### src/rtl/spectrum_frame_sequencer_pkg.sv
`default_nettype none
// ============================================================================
//  Module   : spectrum_pkg
//  Purpose  : Shared types for the stereo spectrum frame sequencer: the
//             sequencer state encoding, channel constants and a helper that
//             identifies the watchdog-guarded wait states.
//  Revision : 1.0  initial release
// ============================================================================
package spectrum_pkg;

    typedef enum logic [3:0] {
        ST_IDLE  = 4'd0,
        ST_LOAD  = 4'd1,
        ST_W_IN  = 4'd2,
        ST_W_FFT = 4'd3,
        ST_SL    = 4'd4,
        ST_W_SL  = 4'd5,
        ST_SW    = 4'd6,
        ST_W_SW  = 4'd7,
        ST_ERR   = 4'd8
    } sequencer_state_t;

    localparam logic CH_R = 1'b0;
    localparam logic CH_L = 1'b1;

    // States in which the sequencer waits on a done strobe from a stage.
    function automatic logic is_wait_state(input sequencer_state_t s);
        return (s == ST_W_IN) || (s == ST_W_FFT) || (s == ST_W_SL) || (s == ST_W_SW);
    endfunction

endpackage
`default_nettype wire

### src/rtl/spectrum_frame_sequencer_if.sv
`default_nettype none
// ============================================================================
//  Module   : spectrum_frame_sequencer_if
//  Purpose  : Control/status bundle between the frame sequencer and the
//             surrounding pipeline (loader, FFT, spectolizer, writer).
//  Modports : master - the sequencer (drives start pulses and status)
//             slave  - the pipeline/system side (drives ticks and strobes)
//  Revision : 1.0  initial release
// ============================================================================
interface spectrum_frame_sequencer_if #(
    parameter int BW_DROP = 8
) ();
    logic               enable;
    logic               frame_tick;
    logic               clear;
    logic               start_loader;
    logic               input_end;
    logic               fft_end;
    logic               start_sl;
    logic               end_sl;
    logic               start_sw;
    logic               end_sw;
    logic               channel;
    logic               lr_change;
    logic               busy;
    logic               frame_done;
    logic               timeout_err;
    logic [BW_DROP-1:0] drop_count;

    modport master (
        input  enable, frame_tick, clear, input_end, fft_end, end_sl, end_sw,
        output start_loader, start_sl, start_sw, channel, lr_change, busy,
               frame_done, timeout_err, drop_count
    );

    modport slave (
        output enable, frame_tick, clear, input_end, fft_end, end_sl, end_sw,
        input  start_loader, start_sl, start_sw, channel, lr_change, busy,
               frame_done, timeout_err, drop_count
    );
endinterface
`default_nettype wire

### src/rtl/spectrum_frame_sequencer_stage_watchdog.sv
`default_nettype none
// ============================================================================
//  Module   : stage_watchdog
//  Purpose  : Per-state wait timer. Restarts whenever the observed state
//             changes, counts every cycle spent in a wait state and flags
//             expiry on the cycle the count reaches all-ones.
//  Ports    : clk_i, rst_i (async, active-high), state_i (current sequencer
//             state), expired_o (combinational expiry flag)
//  Revision : 1.0  initial release
// ============================================================================
module stage_watchdog
    import spectrum_pkg::*;
#(
    parameter int BW_TIMEOUT = 20
) (
    input  wire logic             clk_i,
    input  wire logic             rst_i,
    input  wire sequencer_state_t state_i,
    output logic                  expired_o
);

    sequencer_state_t        prev_q;
    logic [BW_TIMEOUT-1:0]   cnt_q;
    logic [BW_TIMEOUT-1:0]   w_cnt;
    logic [BW_TIMEOUT-1:0]   w_cnt_inc;
    logic                    w_wait;

    assign w_wait    = is_wait_state(state_i);
    // A state change restarts the count from zero in the entry cycle itself.
    assign w_cnt     = (state_i != prev_q) ? '0 : cnt_q;
    // The incremented value equals the number of cycles spent in this state.
    assign w_cnt_inc = w_cnt + {{(BW_TIMEOUT-1){1'b0}}, 1'b1};
    assign expired_o = w_wait && (w_cnt_inc == '1);

    always_ff @(posedge clk_i or posedge rst_i) begin
        if (rst_i) begin
            prev_q <= ST_IDLE;
            cnt_q  <= '0;
        end else begin
            prev_q <= state_i;
            cnt_q  <= w_wait ? w_cnt_inc : '0;
        end
    end

endmodule
`default_nettype wire

### src/rtl/spectrum_frame_sequencer.sv
`default_nettype none
// ============================================================================
//  Module   : spectrum_frame_sequencer
//  Purpose  : Frame controller for the stereo spectrum pipeline. Each frame
//             tick runs loader -> FFT -> spectolizer -> writer for channel R
//             and then channel L, with a watchdog on every wait, one-deep
//             tick queueing and a saturating dropped-tick counter.
//  Ports    : clk_i, rst_i (async, active-high), bus (master modport of
//             spectrum_frame_sequencer_if carrying ticks, strobes, start
//             pulses and status)
//  Revision : 1.0  initial release
// ============================================================================
module spectrum_frame_sequencer
    import spectrum_pkg::*;
#(
    parameter int BW_TIMEOUT = 20,
    parameter int BW_DROP    = 8
) (
    input  wire logic                   clk_i,
    input  wire logic                   rst_i,
    spectrum_frame_sequencer_if.master  bus
);

    sequencer_state_t    state_q;
    logic                pending_q;
    logic                channel_q;
    logic                start_loader_q;
    logic                start_sl_q;
    logic                start_sw_q;
    logic                lr_change_q;
    logic                busy_q;
    logic                frame_done_q;
    logic                timeout_err_q;
    logic [BW_DROP-1:0]  drop_count_q;

    logic                w_expired;
    logic                w_tick_blocked;
    logic                w_drop;

    stage_watchdog #(
        .BW_TIMEOUT (BW_TIMEOUT)
    ) u_watchdog (
        .clk_i     (clk_i),
        .rst_i     (rst_i),
        .state_i   (state_q),
        .expired_o (w_expired)
    );

    // A tick that cannot start a frame right now is queued once; further
    // ticks while one is already queued are dropped.
    assign w_tick_blocked = bus.frame_tick && (busy_q || !bus.enable);
    assign w_drop         = w_tick_blocked && pending_q;

    always_ff @(posedge clk_i or posedge rst_i) begin
        if (rst_i) begin
            state_q        <= ST_IDLE;
            pending_q      <= 1'b0;
            channel_q      <= CH_R;
            start_loader_q <= 1'b0;
            start_sl_q     <= 1'b0;
            start_sw_q     <= 1'b0;
            lr_change_q    <= 1'b0;
            busy_q         <= 1'b0;
            frame_done_q   <= 1'b0;
        end else begin
            start_loader_q <= 1'b0;
            start_sl_q     <= 1'b0;
            start_sw_q     <= 1'b0;
            lr_change_q    <= 1'b0;
            frame_done_q   <= 1'b0;

            if (w_tick_blocked && !pending_q) begin
                pending_q <= 1'b1;
            end

            // Pulses are raised on the transition edge so that each one is
            // high exactly during the first cycle of its state.
            if (w_expired) begin
                state_q   <= ST_ERR;
                channel_q <= CH_R;
            end else begin
                case (state_q)
                    ST_IDLE: begin
                        if ((bus.frame_tick || pending_q) && bus.enable) begin
                            state_q        <= ST_LOAD;
                            channel_q      <= CH_R;
                            pending_q      <= 1'b0;
                            start_loader_q <= 1'b1;
                            busy_q         <= 1'b1;
                        end
                    end
                    ST_LOAD:  state_q <= ST_W_IN;
                    ST_W_IN:  if (bus.input_end) state_q <= ST_W_FFT;
                    ST_W_FFT: begin
                        if (bus.fft_end) begin
                            state_q    <= ST_SL;
                            start_sl_q <= 1'b1;
                        end
                    end
                    ST_SL:    state_q <= ST_W_SL;
                    ST_W_SL: begin
                        if (bus.end_sl) begin
                            state_q    <= ST_SW;
                            start_sw_q <= 1'b1;
                        end
                    end
                    ST_SW:    state_q <= ST_W_SW;
                    ST_W_SW: begin
                        if (bus.end_sw) begin
                            if (channel_q == CH_R) begin
                                state_q        <= ST_LOAD;
                                channel_q      <= CH_L;
                                lr_change_q    <= 1'b1;
                                start_loader_q <= 1'b1;
                            end else begin
                                state_q      <= ST_IDLE;
                                frame_done_q <= 1'b1;
                                busy_q       <= 1'b0;
                            end
                        end
                    end
                    ST_ERR: begin
                        state_q <= ST_IDLE;
                        busy_q  <= 1'b0;
                    end
                    default: begin
                        state_q <= ST_IDLE;
                        busy_q  <= 1'b0;
                    end
                endcase
            end
        end
    end

    // Sticky status. A watchdog expiry takes precedence over a same-cycle
    // Clear; a Clear takes precedence over a same-cycle drop.
    always_ff @(posedge clk_i or posedge rst_i) begin
        if (rst_i) begin
            timeout_err_q <= 1'b0;
            drop_count_q  <= '0;
        end else begin
            if (w_expired) begin
                timeout_err_q <= 1'b1;
            end else if (bus.clear) begin
                timeout_err_q <= 1'b0;
            end

            if (bus.clear) begin
                drop_count_q <= '0;
            end else if (w_drop && (drop_count_q != '1)) begin
                drop_count_q <= drop_count_q + {{(BW_DROP-1){1'b0}}, 1'b1};
            end
        end
    end

    assign bus.start_loader = start_loader_q;
    assign bus.start_sl     = start_sl_q;
    assign bus.start_sw     = start_sw_q;
    assign bus.channel      = channel_q;
    assign bus.lr_change    = lr_change_q;
    assign bus.busy         = busy_q;
    assign bus.frame_done   = frame_done_q;
    assign bus.timeout_err  = timeout_err_q;
    assign bus.drop_count   = drop_count_q;

endmodule
`default_nettype wire
### src/flat_wrapper.sv
// flat-port wrapper written by rule: the top's interface ports become plain ports
module spectrum_frame_sequencer_flat import spectrum_pkg::*;
#(
    parameter int BW_TIMEOUT = 20,
    parameter int BW_DROP    = 8
)
  (clk_i, rst_i, bus_enable, bus_frame_tick, bus_clear, bus_input_end, bus_fft_end, bus_end_sl, bus_end_sw, bus_start_loader, bus_start_sl, bus_start_sw, bus_channel, bus_lr_change, bus_busy, bus_frame_done, bus_timeout_err, bus_drop_count);
  spectrum_frame_sequencer_if #(.BW_DROP(BW_DROP)) bus_i ();
  input  wire logic clk_i;
  input  wire logic rst_i;
  input wire logic [$bits(bus_i.enable)-1:0] bus_enable;
  input wire logic [$bits(bus_i.frame_tick)-1:0] bus_frame_tick;
  input wire logic [$bits(bus_i.clear)-1:0] bus_clear;
  input wire logic [$bits(bus_i.input_end)-1:0] bus_input_end;
  input wire logic [$bits(bus_i.fft_end)-1:0] bus_fft_end;
  input wire logic [$bits(bus_i.end_sl)-1:0] bus_end_sl;
  input wire logic [$bits(bus_i.end_sw)-1:0] bus_end_sw;
  output wire logic [$bits(bus_i.start_loader)-1:0] bus_start_loader;
  output wire logic [$bits(bus_i.start_sl)-1:0] bus_start_sl;
  output wire logic [$bits(bus_i.start_sw)-1:0] bus_start_sw;
  output wire logic [$bits(bus_i.channel)-1:0] bus_channel;
  output wire logic [$bits(bus_i.lr_change)-1:0] bus_lr_change;
  output wire logic [$bits(bus_i.busy)-1:0] bus_busy;
  output wire logic [$bits(bus_i.frame_done)-1:0] bus_frame_done;
  output wire logic [$bits(bus_i.timeout_err)-1:0] bus_timeout_err;
  output wire logic [$bits(bus_i.drop_count)-1:0] bus_drop_count;
  assign bus_i.enable = bus_enable;
  assign bus_i.frame_tick = bus_frame_tick;
  assign bus_i.clear = bus_clear;
  assign bus_i.input_end = bus_input_end;
  assign bus_i.fft_end = bus_fft_end;
  assign bus_i.end_sl = bus_end_sl;
  assign bus_i.end_sw = bus_end_sw;
  assign bus_start_loader = bus_i.start_loader;
  assign bus_start_sl = bus_i.start_sl;
  assign bus_start_sw = bus_i.start_sw;
  assign bus_channel = bus_i.channel;
  assign bus_lr_change = bus_i.lr_change;
  assign bus_busy = bus_i.busy;
  assign bus_frame_done = bus_i.frame_done;
  assign bus_timeout_err = bus_i.timeout_err;
  assign bus_drop_count = bus_i.drop_count;
  spectrum_frame_sequencer #(.BW_TIMEOUT(BW_TIMEOUT), .BW_DROP(BW_DROP)) u_core (.clk_i(clk_i), .rst_i(rst_i), .bus(bus_i));
endmodule
### config.mk
export PLATFORM = sky130hd
export DESIGN_NAME = spectrum_frame_sequencer_flat
export DESIGN_NICKNAME = d
export VERILOG_FILES = /design/src/rtl/spectrum_frame_sequencer_pkg.sv /design/src/rtl/spectrum_frame_sequencer_if.sv /design/src/rtl/spectrum_frame_sequencer_stage_watchdog.sv /design/src/rtl/spectrum_frame_sequencer.sv /design/src/flat_wrapper.sv
export SDC_FILE = /design/constraint.sdc
export NUM_CORES = 1
export LEC_CHECK = 0
export CAP_MARGIN = 20
export CORE_MARGIN = 10
export CORE_UTILIZATION = 51
export DETAILED_ROUTE_END_ITERATION = 10
export PLACE_DENSITY = 0.74
export REMOVE_ABC_BUFFERS = 1
export SLEW_MARGIN = 40
export SYNTH_ARGS = -nofsm -noshare
export SYNTH_HDL_FRONTEND = slang
export SYNTH_SLANG_ARGS = --single-unit
### constraint.sdc
create_clock -name clk_i -period 3.1 [get_ports clk_i]
set_input_delay 0.465 -clock clk_i [delete_from_list [all_inputs] [get_ports clk_i]]
set_output_delay 0.465 -clock clk_i [all_outputs]
set_load 0.03 [all_outputs]
# Word level (Yosys, flattened, before mapping)
# Index checks and enable logic that the tools add are counted.
# Widths: inputs -> output; s select.
# totals
regBits,45
input_bits,9
out_inout_bits,16
wordCells,99
# op_classes
add_sub_neg,2
n_eq_ne,18
n_mux,43
n_bitwise,2
n_reduce_logical,21
# op_table
op,count
$mux 20,2
$pmux 4 s8,1
$mux 1,29
$mux 4,6
$add 20x1->20 const B,1
$eq 20x20->1 const B,1
$eq 4x3->1 const B,4
$mux 8,2
$ne 3x3->1 const B,4
$reduce_and 5->1,2
$add 8x1->8 const B,1
$eq 4x2->1 const B,2
$ne 8x8->1 const B,1
$logic_and 1x1->1,6
$reduce_or 6->1,1
$logic_or 1x1->1,5
$eq 4x1->1 const B,1
$logic_not 4->1,1
$ne 2x1->1 const B,2
$ne 4x4->1,1
$pmux 1 s2,2
$reduce_bool 2->1,2
$ne 3x2->1 const B,1
$pmux 1 s3,1
other kinds (5),7

# Longest topological paths before layout
# Gate-level depths: netlist of run 1.
# depth
depth_word,8
mapped_depth,14
depth_no_buf,11

# Modules after synthesis
# A second synthesis of run 1 with hierarchy kept.
# hier_totals
hier_cells,243
hier_area_um2,2401.1
# modules_own_cells
mod,n_inst,cells_each,area_per_inst_um2,seq_area_each_um2
stage_watchdog,1,129,1278.7,600.6
spectrum_frame_sequencer,1,114,1122.3,525.5

# Worst setup path before layout of run 1
# No wires, ideal clock.
# synth_path
path_kind,reg-to-reg
startpoint,register u_core.state_q[1]
endpoint,"register u_core.busy_q, in the netlist u_core.bus.busy"
setup_time_ns,0.063
arrival_ns,2.938
required_ns,3.037
setup_slack_ns,0.098
path_stages_with_launch,13
n_path_buf,2
period_less_slack_ns,3.002
cell_sequence,dfrtp_1 > buf_6 > xor2_1 > nor4_4 > and2_2 > ha_1 > nand3_1 > nor4_1 > o211a_1 > o2111ai_1 > nor4_2 > buf_6 > o22a_2
# synth_between
elab_chain_len,7
word_cells_on_any_way,24
cone_classes,add/sub: 1; eq/ne: 12; mux: 2; bitwise: 2; reduce/logical: 7
# synth_rtl
element,line_no,source
"start, declared",spectrum_frame_sequencer.sv:24,sequencer_state_t state_q;
"start signal, assigned",spectrum_frame_sequencer.sv:56,state_q <= ST_IDLE;
"start signal, assigned",spectrum_frame_sequencer.sv:79,state_q <= ST_ERR;
"start signal, assigned",spectrum_frame_sequencer.sv:85,state_q <= ST_LOAD;
$ne 4x4->1 / $eq 4x2->1 (equally long branches),"spectrum_frame_sequencer_stage_watchdog.sv:30, spectrum_frame_sequencer_pkg.sv:28, spectrum_frame_sequencer.sv:82",
$mux 20 / $logic_or 1x1->1 (equally long branches),"spectrum_frame_sequencer_stage_watchdog.sv:30, spectrum_frame_sequencer_pkg.sv:28",
$add 20x1->20 / $logic_or 1x1->1 (equally long branches),"spectrum_frame_sequencer_stage_watchdog.sv:32, spectrum_frame_sequencer_pkg.sv:28",
$eq 20x20->1 / $logic_or 1x1->1 (equally long branches),"spectrum_frame_sequencer_stage_watchdog.sv:33, spectrum_frame_sequencer_pkg.sv:28",
$logic_and 1x1->1,spectrum_frame_sequencer_stage_watchdog.sv:33,assign expired_o = w_wait && (w_cnt_inc == '1);
$not 1->1 (no line),--,
$reduce_and 5->1 (no line),--,
"end signal, assigned",spectrum_frame_sequencer.sv:63,busy_q <= 1'b0;
"end signal, assigned",spectrum_frame_sequencer.sv:89,busy_q <= 1'b1;
"end signal, assigned",spectrum_frame_sequencer.sv:118,busy_q <= 1'b0;
"end, declared",spectrum_frame_sequencer.sv:31,logic busy_q;
# Several ways; a longest one is shown, not always the timed one.
# A chain may end at the register's enable or synchronous reset.

# Worst setup path in the final report of run 1
# layout_path
startpoint,register u_core.state_q[0]
endpoint,"register u_core.start_sl_q, in the netlist u_core.bus.start_sl"
# layout_between
elab_chain_len,6
word_cells_on_any_way,14
cone_classes,add/sub: 1; eq/ne: 6; mux: 3; reduce/logical: 4
# layout_rtl
element,line_no,source
"$ne 4x4->1, or another cell as far along",spectrum_frame_sequencer_stage_watchdog.sv:30,assign w_cnt = (state_i != prev_q) ? '0 : cnt_q;
$mux 20 / $logic_or 1x1->1 (equally long branches),"spectrum_frame_sequencer_stage_watchdog.sv:30, spectrum_frame_sequencer_pkg.sv:28",
$add 20x1->20 / $logic_or 1x1->1 (equally long branches),"spectrum_frame_sequencer_stage_watchdog.sv:32, spectrum_frame_sequencer_pkg.sv:28",
$eq 20x20->1 / $logic_or 1x1->1 (equally long branches),"spectrum_frame_sequencer_stage_watchdog.sv:33, spectrum_frame_sequencer_pkg.sv:28",
$logic_and 1x1->1,spectrum_frame_sequencer_stage_watchdog.sv:33,
$mux 1 (*),spectrum_frame_sequencer.sv:78,if (w_expired) begin
"end signal, assigned",spectrum_frame_sequencer.sv:60,start_sl_q <= 1'b0;
"end signal, assigned",spectrum_frame_sequencer.sv:67,start_sl_q <= 1'b0;
"end signal, assigned",spectrum_frame_sequencer.sv:97,start_sl_q <= 1'b1;
"end, declared",spectrum_frame_sequencer.sv:28,logic start_sl_q;
# Mark *: on every way between the ends. The rest lies on a longest branch, timed or not.

==> flow_metrics.tcl, run 1 <==
set metrics [dict create \
    critPathCaptureType "flip-flop" \
    synth-main-ff-cell "dfrtp_1" \
    async_flop_share_pct 100 \
    synth_compound_area_share_pct 10.6 \
    grt_antenna_before_repair 0 \
    reg2reg_from "u_core.state_q[0]$_DFFE_PP0P_" \
    clk_pin_slew_ps 80 \
    synth.most_common_cell "dfrtp_1" \
    synth.distinct_cells 46 \
    crit_end "u_core.bus.start_sl$_DFF_PP0_" \
    whs_ps 521 \
    syn_avg_cell_area_um2 9.52 \
    htree_levels 2 \
    die_w_um 87.9 \
    pre_cts_ws_ps 233 \
    crit_slowest_cell "dfrtp_1" \
    cpPeakStageDelay_ps 420 \
    cap_viol_max_count 0 \
    worst_slack_ps 267 \
    rrSetupSlack_ps 270 \
    via_count 1814 \
    grt_usage_pct 13.4 \
    clock_tree.root_cell "clkbuf_8" \
    ir_drop_uv 452 \
    grt_pass1_vias 1849 \
    relSlewSlack_pct 63.9 \
    core_mm2 0.00441 \
    worstPathMaxFanout 6 \
    rows 24 \
    synthTopCellsByArea "dfrtp_1 (48%), xor2_1 (6.7%), nor2_1 (6.4%)" \
    synth_top_area_share_pct 47.9 \
    synthSimpleGateAreaFrac_pct 24.2 \
    tns_ps 0 \
    multi_input_area_mm2 0.00114 \
    cts_num_sinks 45 \
    yosysTopAreaCell "dfrtp_1" \
    layout_min_cycle_time_ps 2830 \
    final_nets 286 \
    dpl.cell_count 318 \
    reg2reg_to "u_core.bus.start_sl$_DFF_PP0_" \
    power_density_mw_per_mm2 629 \
    io_buffers 24 \
    synthTopCellsByCount "dfrtp_1 (45), nor2_1 (40), nand2_1 (21), xor2_1 (18), nand3_1 (13)" \
    worstMarginPinSlew_ps 542 \
    critPathArrivalTime_ps 3020 \
    ys_ff_latch 45 \
    ctsHoldBuffers 0 \
    dr.pass1.iters 6 \
    initial_core_util_pct 53.3 \
    finalPower_w 0.00174 \
    regArea_mm2 0.00113 \
    routed_via_density 5.55 \
    antenna_left 0 \
    leakage_nw 1.21 \
    yosysWarnings 0 \
    cts_setup_buffers 0 \
    crit_chain "xor2_2 -> nor4_4 -> nand2_1 -> inv_1 -> ha_1 -> nand3_2 -> nor2_2 -> and4_1 -> o21ai_0 -> nor4_2 -> buf_2 -> nor4_1" \
    drc 0 \
    synth_xor_xnor_area_share_pct 9.69 \
    drive_above_1_share_pct 9.82 \
    grt_max_degree 46 \
    diodes 0 \
    hold_path_depth 1 \
    routedWlPerCell_um 14.5 \
    dp_hpwl_mm 3.36 \
    cp-start-kind "flip-flop" \
    cts_tree "yes" \
    critPathRequiredTime_ps 3290 \
    clk_latency_ps 300 \
    drt-initial-drc-count 97 \
    hold_class "reg2reg" \
    synthMuxAreaShare_pct 1.38 \
    slew_violations 0 \
    io_pins 25 \
    synth_fa_ha_area_share_pct 1.60 \
    synth_edf_count 0 \
    netlist_instances 247 \
    cts_buffers 5 \
    finalSetupViolCount 0 \
    status "complete, no violations" \
    fin_worst_skew_ps 4.95 \
    post-route-period-util_pct 91.4 \
    gp_congestion 0.890 \
    grt_pass1_wl_mm 8.46 \
    synth_area_mm2 0.00235 \
    grt_overflow_total 0 \
    path_buf_inv 2 \
    die_h_um 87.9 \
    nFillCells 363 \
    worst-path-stages 12 \
    r2r_cells 12 \
    rsz0062_at_grt "no" \
    area_growth_pct 17.3 \
    synth_top_family_by_area "simple AND/OR/NAND/NOR gates" \
    finalWirelength_mm 4.75 \
    fmax_mhz 353 \
    final_cells 327 \
    timing.critical_path.from "u_core.state_q[0]$_DFFE_PP0P_" \
    die-area_mm2 0.00773 \
    yosysSeqAreaShare_pct 47.9 \
    hold_viol 0 \
    path_delay_family "simple AND/OR/NAND/NOR gates" \
    clock_path_buffers 2 \
    crit_type "reg2reg" \
]
[cell families (layout without fill, tap and decap cells)]
kind of cell | count (synthesis) | after routing
adder cells (fa/ha/maj) | 3 | 3
multiplexers | 3 | 3
flip-flops | 45 | 45
AND/OR/NAND/NOR | 112 | 112
XOR/XNOR | 26 | 26
AO/OA/AOI/OAI | 35 | 35
buffers and inverters | 23 | 51
[worst min-delay path by stage]
stage | from | to
after floorplan | u_core.pending_q$_DFF_PP0_ | u_core.pending_q$_DFF_PP0_
after global placement | u_core.bus.timeout_err$_DFFE_PP0P_ | u_core.bus.timeout_err$_DFFE_PP0P_
after detailed placement | u_core.bus.timeout_err$_DFFE_PP0P_ | u_core.bus.timeout_err$_DFFE_PP0P_
after CTS | u_core.bus.timeout_err$_DFFE_PP0P_ | u_core.bus.timeout_err$_DFFE_PP0P_
after global routing | u_core.bus.timeout_err$_DFFE_PP0P_ | u_core.bus.timeout_err$_DFFE_PP0P_
final | u_core.bus.timeout_err$_DFFE_PP0P_ | u_core.bus.timeout_err$_DFFE_PP0P_
[state kept, by name, indices dropped and copies added, names as in the netlist]
| signal | flops |
|---|---|
| u_core.u_watchdog.cnt_q | 20 |
| u_core.bus.start_sw | 1 |
| u_core.bus.lr_change | 1 |
| u_core.bus.start_loader | 1 |
| u_core.pending_q | 1 |
| u_core.bus.channel | 1 |
| u_core.state_q | 4 |
| u_core.bus.frame_done | 1 |
| u_core.bus.drop_count | 8 |
| u_core.bus.start_sl | 1 |
| u_core.bus.busy | 1 |
| u_core.bus.timeout_err | 1 |
| u_core.u_watchdog.prev_q | 4 |
[stage by stage]
| stage | util (%) | cell area (µm²) |
|---|---|---|
| floorplan | - | 2280 |
| global placement | 59.8 | 2640 |
| detailed placement | 59.9 | 2640 |
| CTS | 61.9 | 2730 |
| global route | 62.5 | 2760 |
| finish | 62.5 | 2760 |
[where the power goes]
| group | internal, W | leakage [nW] | switching (W) |
|---|---|---|---|
| Clock | 0.000159 | 0.0374 | 0.000204 |
| Sequential | 0.000678 | 0.601 | 0.0000785 |
| Combinational | 0.000248 | 0.568 | 0.000368 |
[area by class of cell]
| type | count | area share (%) |
|---|---|---|
| Clock buffer | 6 | 2.63 |
| Multi-Input combinational cell | 179 | 41.3 |
| Timing Repair Buffer | 32 | 10.8 |
| Inverter | 11 | 1.59 |
| Sequential cell | 45 | 40.8 |
| Clock inverter | 2 | 0.544 |
| Tap cell | 52 | 2.36 |
[routing by layer]
layer | vias up | part of all wire [%] | track usage (%)
met5 | - | 0 | 0
met3 | 6 | 6.1 | 5.20
met4 | 0 | 0.84 | 3.04
met2 | 34 | 46 | 21.2
met1 | 863 | 47 | 16.9
li1 | 911 | - | -
[what timing repair did]
item,CTS,global route
endpoints found under the setup margin,0,10
endpoints found under the hold margin,0,0
gates resized for setup,0,6
[placed cells by master (no fill, tap or decap), types with 2 or more instances in the layout]
cell type	count
dfrtp_1	45
nor3_1	5
o311a_1	2
clkdlybuf4s50_1	24
clkbuf_8	5
buf_4	7
nand3_1	12
a31oi_1	3
a21oi_1	7
o21ai_0	6
nand2_1	21
xor2_1	17
a21o_1	2
and3_1	3
xnor2_1	8
a211oi_1	2
nor4_2	2
mux2_2	2
nor2b_1	2
nor2_1	39
and4_1	5
clkinvlp_4	2
nand4_1	5
nand2b_1	3
ha_1	3
nor4_1	6
inv_1	10
o211a_1	3
(Power assumes the default switching activity.)
==> run 2: changes to the inputs <==
- HOLD_SLACK_MARGIN: unset -> 0.02
- SETUP_SLACK_MARGIN: unset -> 0.2
==> run 2 against run 1 <==
Effect of this change:
- die area did not move
- non-clock buffer count rose by 3
- critical path depth rose by 1
- register-to-register slack improved by 90 ps
- critical endpoint is now u_core.state_q[0]$_DFFE_PP0P_
==> flow_metrics.tcl, run 2 (synthesis gave the netlist of run 1 again) <==
set metrics [dict create \
    status "complete, no violations" \
    grt_antenna_before_repair 0 \
    area_growth_pct 21.6 \
    grt_usage_pct 13.4 \
    p_int_w 0.00111 \
    largest_register_ffs 20 \
    worst_slack_ps 354 \
    final_nets 289 \
    pwr-share-clk_pct 20.3 \
    critPathArrivalTime_ps 2950 \
    whs_ps 520 \
    crit_type "reg2reg" \
    drc 0 \
    grt_overflow_total 0 \
    clock_tree.root_cell "clkbuf_8" \
    dp_hpwl_mm 3.36 \
    final_cell_mix "dfrtp_1 (45), nor2_1 (39), clkdlybuf4s50_1 (24), nand2_1 (21), xor2_1 (16)" \
    grt_pass1_vias 1849 \
    clock_path_buffers 2 \
    clk_latency_ps 290 \
    post-route-period-util_pct 88.6 \
    die_w_um 87.9 \
    finalSetupViolCount 0 \
    rsz0062_at_grt "no" \
    pre_cts_ws_ps 233 \
    largest_register "u_core.u_watchdog.cnt_q" \
    via_count 1855 \
    worstPathMaxFanout 6 \
    grt_max_degree 46 \
    switchingPower_w 0.000666 \
    routedWlPerCell_um 15.0 \
    fmax_mhz 364 \
    hold_class "reg2reg" \
    clk_pin_slew_ps 80 \
    pwr-share-comb_pct 36.8 \
    drive_above_1_share_pct 12.9 \
    power_density_mw_per_mm2 621 \
    io_buffers 24 \
    core_mm2 0.00441 \
    critPathCaptureType "flip-flop" \
    cts_num_sinks 45 \
    initial_core_util_pct 53.3 \
    worstMarginPinSlew_ps 573 \
    routed_via_density 5.62 \
    tns_ps 0 \
    gp_congestion 0.890 \
    finalWirelength_mm 4.96 \
    grt_pass1_wl_mm 8.46 \
    cp-start-kind "flip-flop" \
    relSlewSlack_pct 61.7 \
    ctsHoldBuffers 0 \
    rows 24 \
    cap_viol_max_count 0 \
    rrSetupSlack_ps 350 \
    final_common_cell "dfrtp_1" \
    nFillCells 346 \
    slew_violations 0 \
    seqPwrFrac_pct 42.9 \
    diodes 0 \
    critPathRequiredTime_ps 3310 \
    htree_levels 2 \
    switching_share_pct 37.5 \
    cts_tree "yes" \
    drt-initial-drc-count 108 \
    cts_buffers 5 \
    dr.pass1.iters 4 \
    die-area_mm2 0.00773 \
    fin_worst_skew_ps 4.35 \
    antenna_left 0 \
    io_pins 25 \
    layout_min_cycle_time_ps 2750 \
    ir_drop_uv 469 \
    hold_viol 0 \
    die_h_um 87.9 \
    leakage_nw 1.24 \
]
## run 2: per-stage QoR
stage / instances / total power [W] / utilization [%] / instance area, µm²
6_report: 330 / 0.00178 / 64.8 / 2860
3_5_place_dp: 318 / 0.00137 / 59.9 / 2640
5_1_grt: 330 / 0.00191 / 64.8 / 2860
4_1_cts: 326 / 0.00175 / 62.0 / 2740
3_3_place_gp: 318 / 0.00137 / 59.8 / 2640
2_1_floorplan: 235 / 0.00115 / - / 2280
## run 2: routing by layer
layer,global-route usage [%],vias up,wire length (µm)
li1,-,917,-
met1,16.9,886,2230
met2,21.2,50,2370
met3,5.20,2,343
met4,3.04,0,15
met5,0,-,0
## run 2: worst paths after layout
check                                                        start                                    to  depth (start not counted)
worst max-delay path                 u_core.state_q[0]$_DFFE_PP0P_         u_core.state_q[0]$_DFFE_PP0P_                         13
worst min-delay path            u_core.bus.timeout_err$_DFFE_PP0P_    u_core.bus.timeout_err$_DFFE_PP0P_                          1
worst max register to register       u_core.state_q[0]$_DFFE_PP0P_         u_core.state_q[0]$_DFFE_PP0P_                         13
worst min register to register  u_core.bus.timeout_err$_DFFE_PP0P_    u_core.bus.timeout_err$_DFFE_PP0P_                          1
max in group asynchronous                                    rst_i       u_core.bus.frame_done$_DFF_PP0_                          2
min in group asynchronous                                    rst_i  u_core.bus.drop_count[2]$_DFFE_PP0P_                          2
## run 2: worst max-delay path, cell delays in order (launching register included)
cell and delay [ps]:
dfrtp_1 420, xor2_2 200, nor4_4 290, nand2_1 110, inv_1 130, ha_4 160
buf_4 140, and3_4 220, nor4_1 60, o211a_1 240, o2111ai_2 230, nor4_4 60
buf_4 170, nor4_2 230
## run 2: timing repair
action,CTS,global route
buffers inserted,0,3
gates cloned,0,1
pin swaps,0,6
endpoints found under the hold margin,0,0
setup endpoints to repair,2,12
gates resized for setup,1,19
## run 2: power groups by stage
stage	clock network (W)	logic [W]	registers (W)
2_1_floorplan	0	0.000304	0.000845
3_3_place_gp	0	0.000604	0.000763
3_5_place_dp	0	0.000611	0.000763
4_1_cts	0.000374	0.000618	0.000758
5_1_grt	0.000405	0.000725	0.000776
6_report	0.000361	0.000653	0.000761
## run 2: final cells by class
type	count	area [µm²]	area share (%)
Sequential cell	45	1130	39.4
Clock buffer	6	72.6	2.54
Timing Repair Buffer	35	323	11.3
Inverter	11	43.8	1.53
Clock inverter	2	15.0	0.525
Multi-Input combinational cell	179	1210	42.5
Tap cell	52	65.1	2.28
==> run 3: changes to the inputs <==
- CORE_UTILIZATION: 51 -> 45
- PLACE_DENSITY: 0.74 -> 0.66
==> run 3 against run 2 <==
Effect of this change:
- die area increased by 10%
- flip-flop and latch count unchanged
- register-to-register slack about the same
- design area increased by 0.70%
- first-iteration DRC count decreased by 30%
- clock power increased by 11%
- worst hold slack improved by 3.1 ps
- largest cell class unchanged
- largest power group unchanged
==> flow_metrics.tcl, run 3 (synthesis gave the netlist of run 1 again) <==
set metrics [dict create \
    cap_viol_max_count 0 \
    clk_latency_ps 300 \
    drt-initial-drc-count 76 \
    status "complete, no violations" \
    die-area_mm2 0.00852 \
    clk_pin_slew_ps 90 \
    grt_overflow_total 0 \
    layout_min_cycle_time_ps 2740 \
    fmax_mhz 365 \
    post-route-period-util_pct 88.3 \
    via_count 1848 \
    dr.pass1.iters 4 \
    cts_buffers 5 \
    rsz0062_at_grt "no" \
    fin_worst_skew_ps 4.95 \
    die_w_um 92.3 \
    cts_tree "yes" \
    worstMarginPinSlew_ps 571 \
    clock_path_buffers 2 \
    ctsHoldBuffers 0 \
    grt_antenna_before_repair 0 \
    io_pins 25 \
    routed_via_density 5.31 \
    relSlewSlack_pct 61.8 \
    gp_congestion 0.826 \
    ir_drop_uv 426 \
    grt_max_degree 46 \
    rows 26 \
    grt_pass1_wl_mm 8.18 \
    critPathCaptureType "flip-flop" \
    cp-start-kind "flip-flop" \
    finalWirelength_mm 4.82 \
    critPathArrivalTime_ps 2950 \
    worst_slack_ps 363 \
    hold_viol 0 \
    io_buffers 24 \
    dp_hpwl_mm 3.36 \
    largest_register "u_core.u_watchdog.cnt_q" \
    initial_core_util_pct 46.3 \
    largest_register_ffs 20 \
    cts_num_sinks 45 \
    finalSetupViolCount 0 \
    leakage_nw 1.23 \
    antenna_left 0 \
    power_density_mw_per_mm2 630 \
    pre_cts_ws_ps 262 \
    hold_class "reg2reg" \
    whs_ps 523 \
    die_h_um 92.3 \
    clock_tree.root_cell "clkbuf_8" \
    core_mm2 0.00507 \
    crit_type "reg2reg" \
    drive_above_1_share_pct 13.3 \
    diodes 0 \
    hp-start "u_core.bus.timeout_err$_DFFE_PP0P_" \
    reg2reg_from "u_core.state_q[2]$_DFFE_PP0P_" \
    worstPathMaxFanout 6 \
    htree_levels 2 \
    area_growth_pct 22.5 \
    timing.critical_path.from "u_core.state_q[2]$_DFFE_PP0P_" \
    grt_usage_pct 11.4 \
    final_nets 289 \
    final_common_cell "dfrtp_1" \
    finalPower_w 0.00181 \
    slew_violations 0 \
    routedWlPerCell_um 13.8 \
    critPathRequiredTime_ps 3310 \
    grt_pass1_vias 1827 \
    drc 0 \
    final_cell_mix "dfrtp_1 (45), nor2_1 (39), clkdlybuf4s50_1 (24), nand2_1 (21), xor2_1 (17)" \
    r2r_cells 12 \
    hold_path_depth 1 \
]
## run 3: final timing paths
check / end / slack [ps]
setup / recovery: u_core.state_q[0]$_DFFE_PP0P_ / 360
hold / removal: u_core.bus.timeout_err$_DFFE_PP0P_ / 520
max in group asynchronous: u_core.state_q[3]$_DFFE_PP0P_ / 2170
hold reg to reg: u_core.bus.timeout_err$_DFFE_PP0P_ / 520
min in group asynchronous: u_core.u_watchdog.cnt_q[7]$_DFF_PP0_ / 560
setup reg to reg: u_core.state_q[0]$_DFFE_PP0P_ / 360
## run 3: area by class of cell
type / count / area (µm²)
Clock buffer: 6 / 82.6
Clock inverter: 2 / 17.5
Fill cell: 466 / 2200
Inverter: 11 / 43.8
Multi-Input combinational cell: 179 / 1200
Sequential cell: 45 / 1130
Tap cell: 70 / 87.6
Timing Repair Buffer: 35 / 320
## run 3: critical path, cell delays in order (launching register included)
cell	delay (ps)
dfrtp_1	420
xor2_2	200
nor4_4	340
nand2_1	130
inv_2	100
ha_4	150
nand3_4	130
o31a_1	320
o2111a_1	260
o21ai_0	110
nor4_2	90
buf_4	180
nor4_2	230
## run 3: per-layer routing
layer	up-vias	global-route usage, %	wire, µm
li1	918	-	-
met1	896	14.6	2370
met2	34	18.1	2230
met3	0	3.42	220
met4	0	3.08	0
met5	-	0	0
## run 3: where the power goes
| group | total, W | internal [W] | leakage (nW) | switching [W] |
|---|---|---|---|---|
| registers | 0.000754 | 0.000678 | 0.601 | 0.0000761 |
| clock network | 0.000399 | 0.000185 | 0.0518 | 0.000214 |
| logic | 0.000661 | 0.000277 | 0.578 | 0.000385 |
| total | 0.00181 | 0.00114 | 1.23 | 0.000675 |
## run 3: what timing repair did
| item | in CTS | in global routing |
|---|---|---|
| setup endpoints to repair | 0 | 12 |
| setup buffers | 0 | 3 |
| resized for setup | 0 | 17 |
## run 3: metrics by stage
| step | setup TNS, ps | std cells | util, % | area [µm²] |
|---|---|---|---|---|
| global route | 0 | 348 | 56.7 | 2880 |
| finish | 0 | 348 | 56.7 | 2880 |
| CTS | 0 | 344 | 54.5 | 2770 |
| floorplan | -927 | 235 | - | 2280 |
| detailed placement | 0 | 336 | 52.5 | 2670 |
| global placement | 0 | 336 | 52.5 | 2660 |
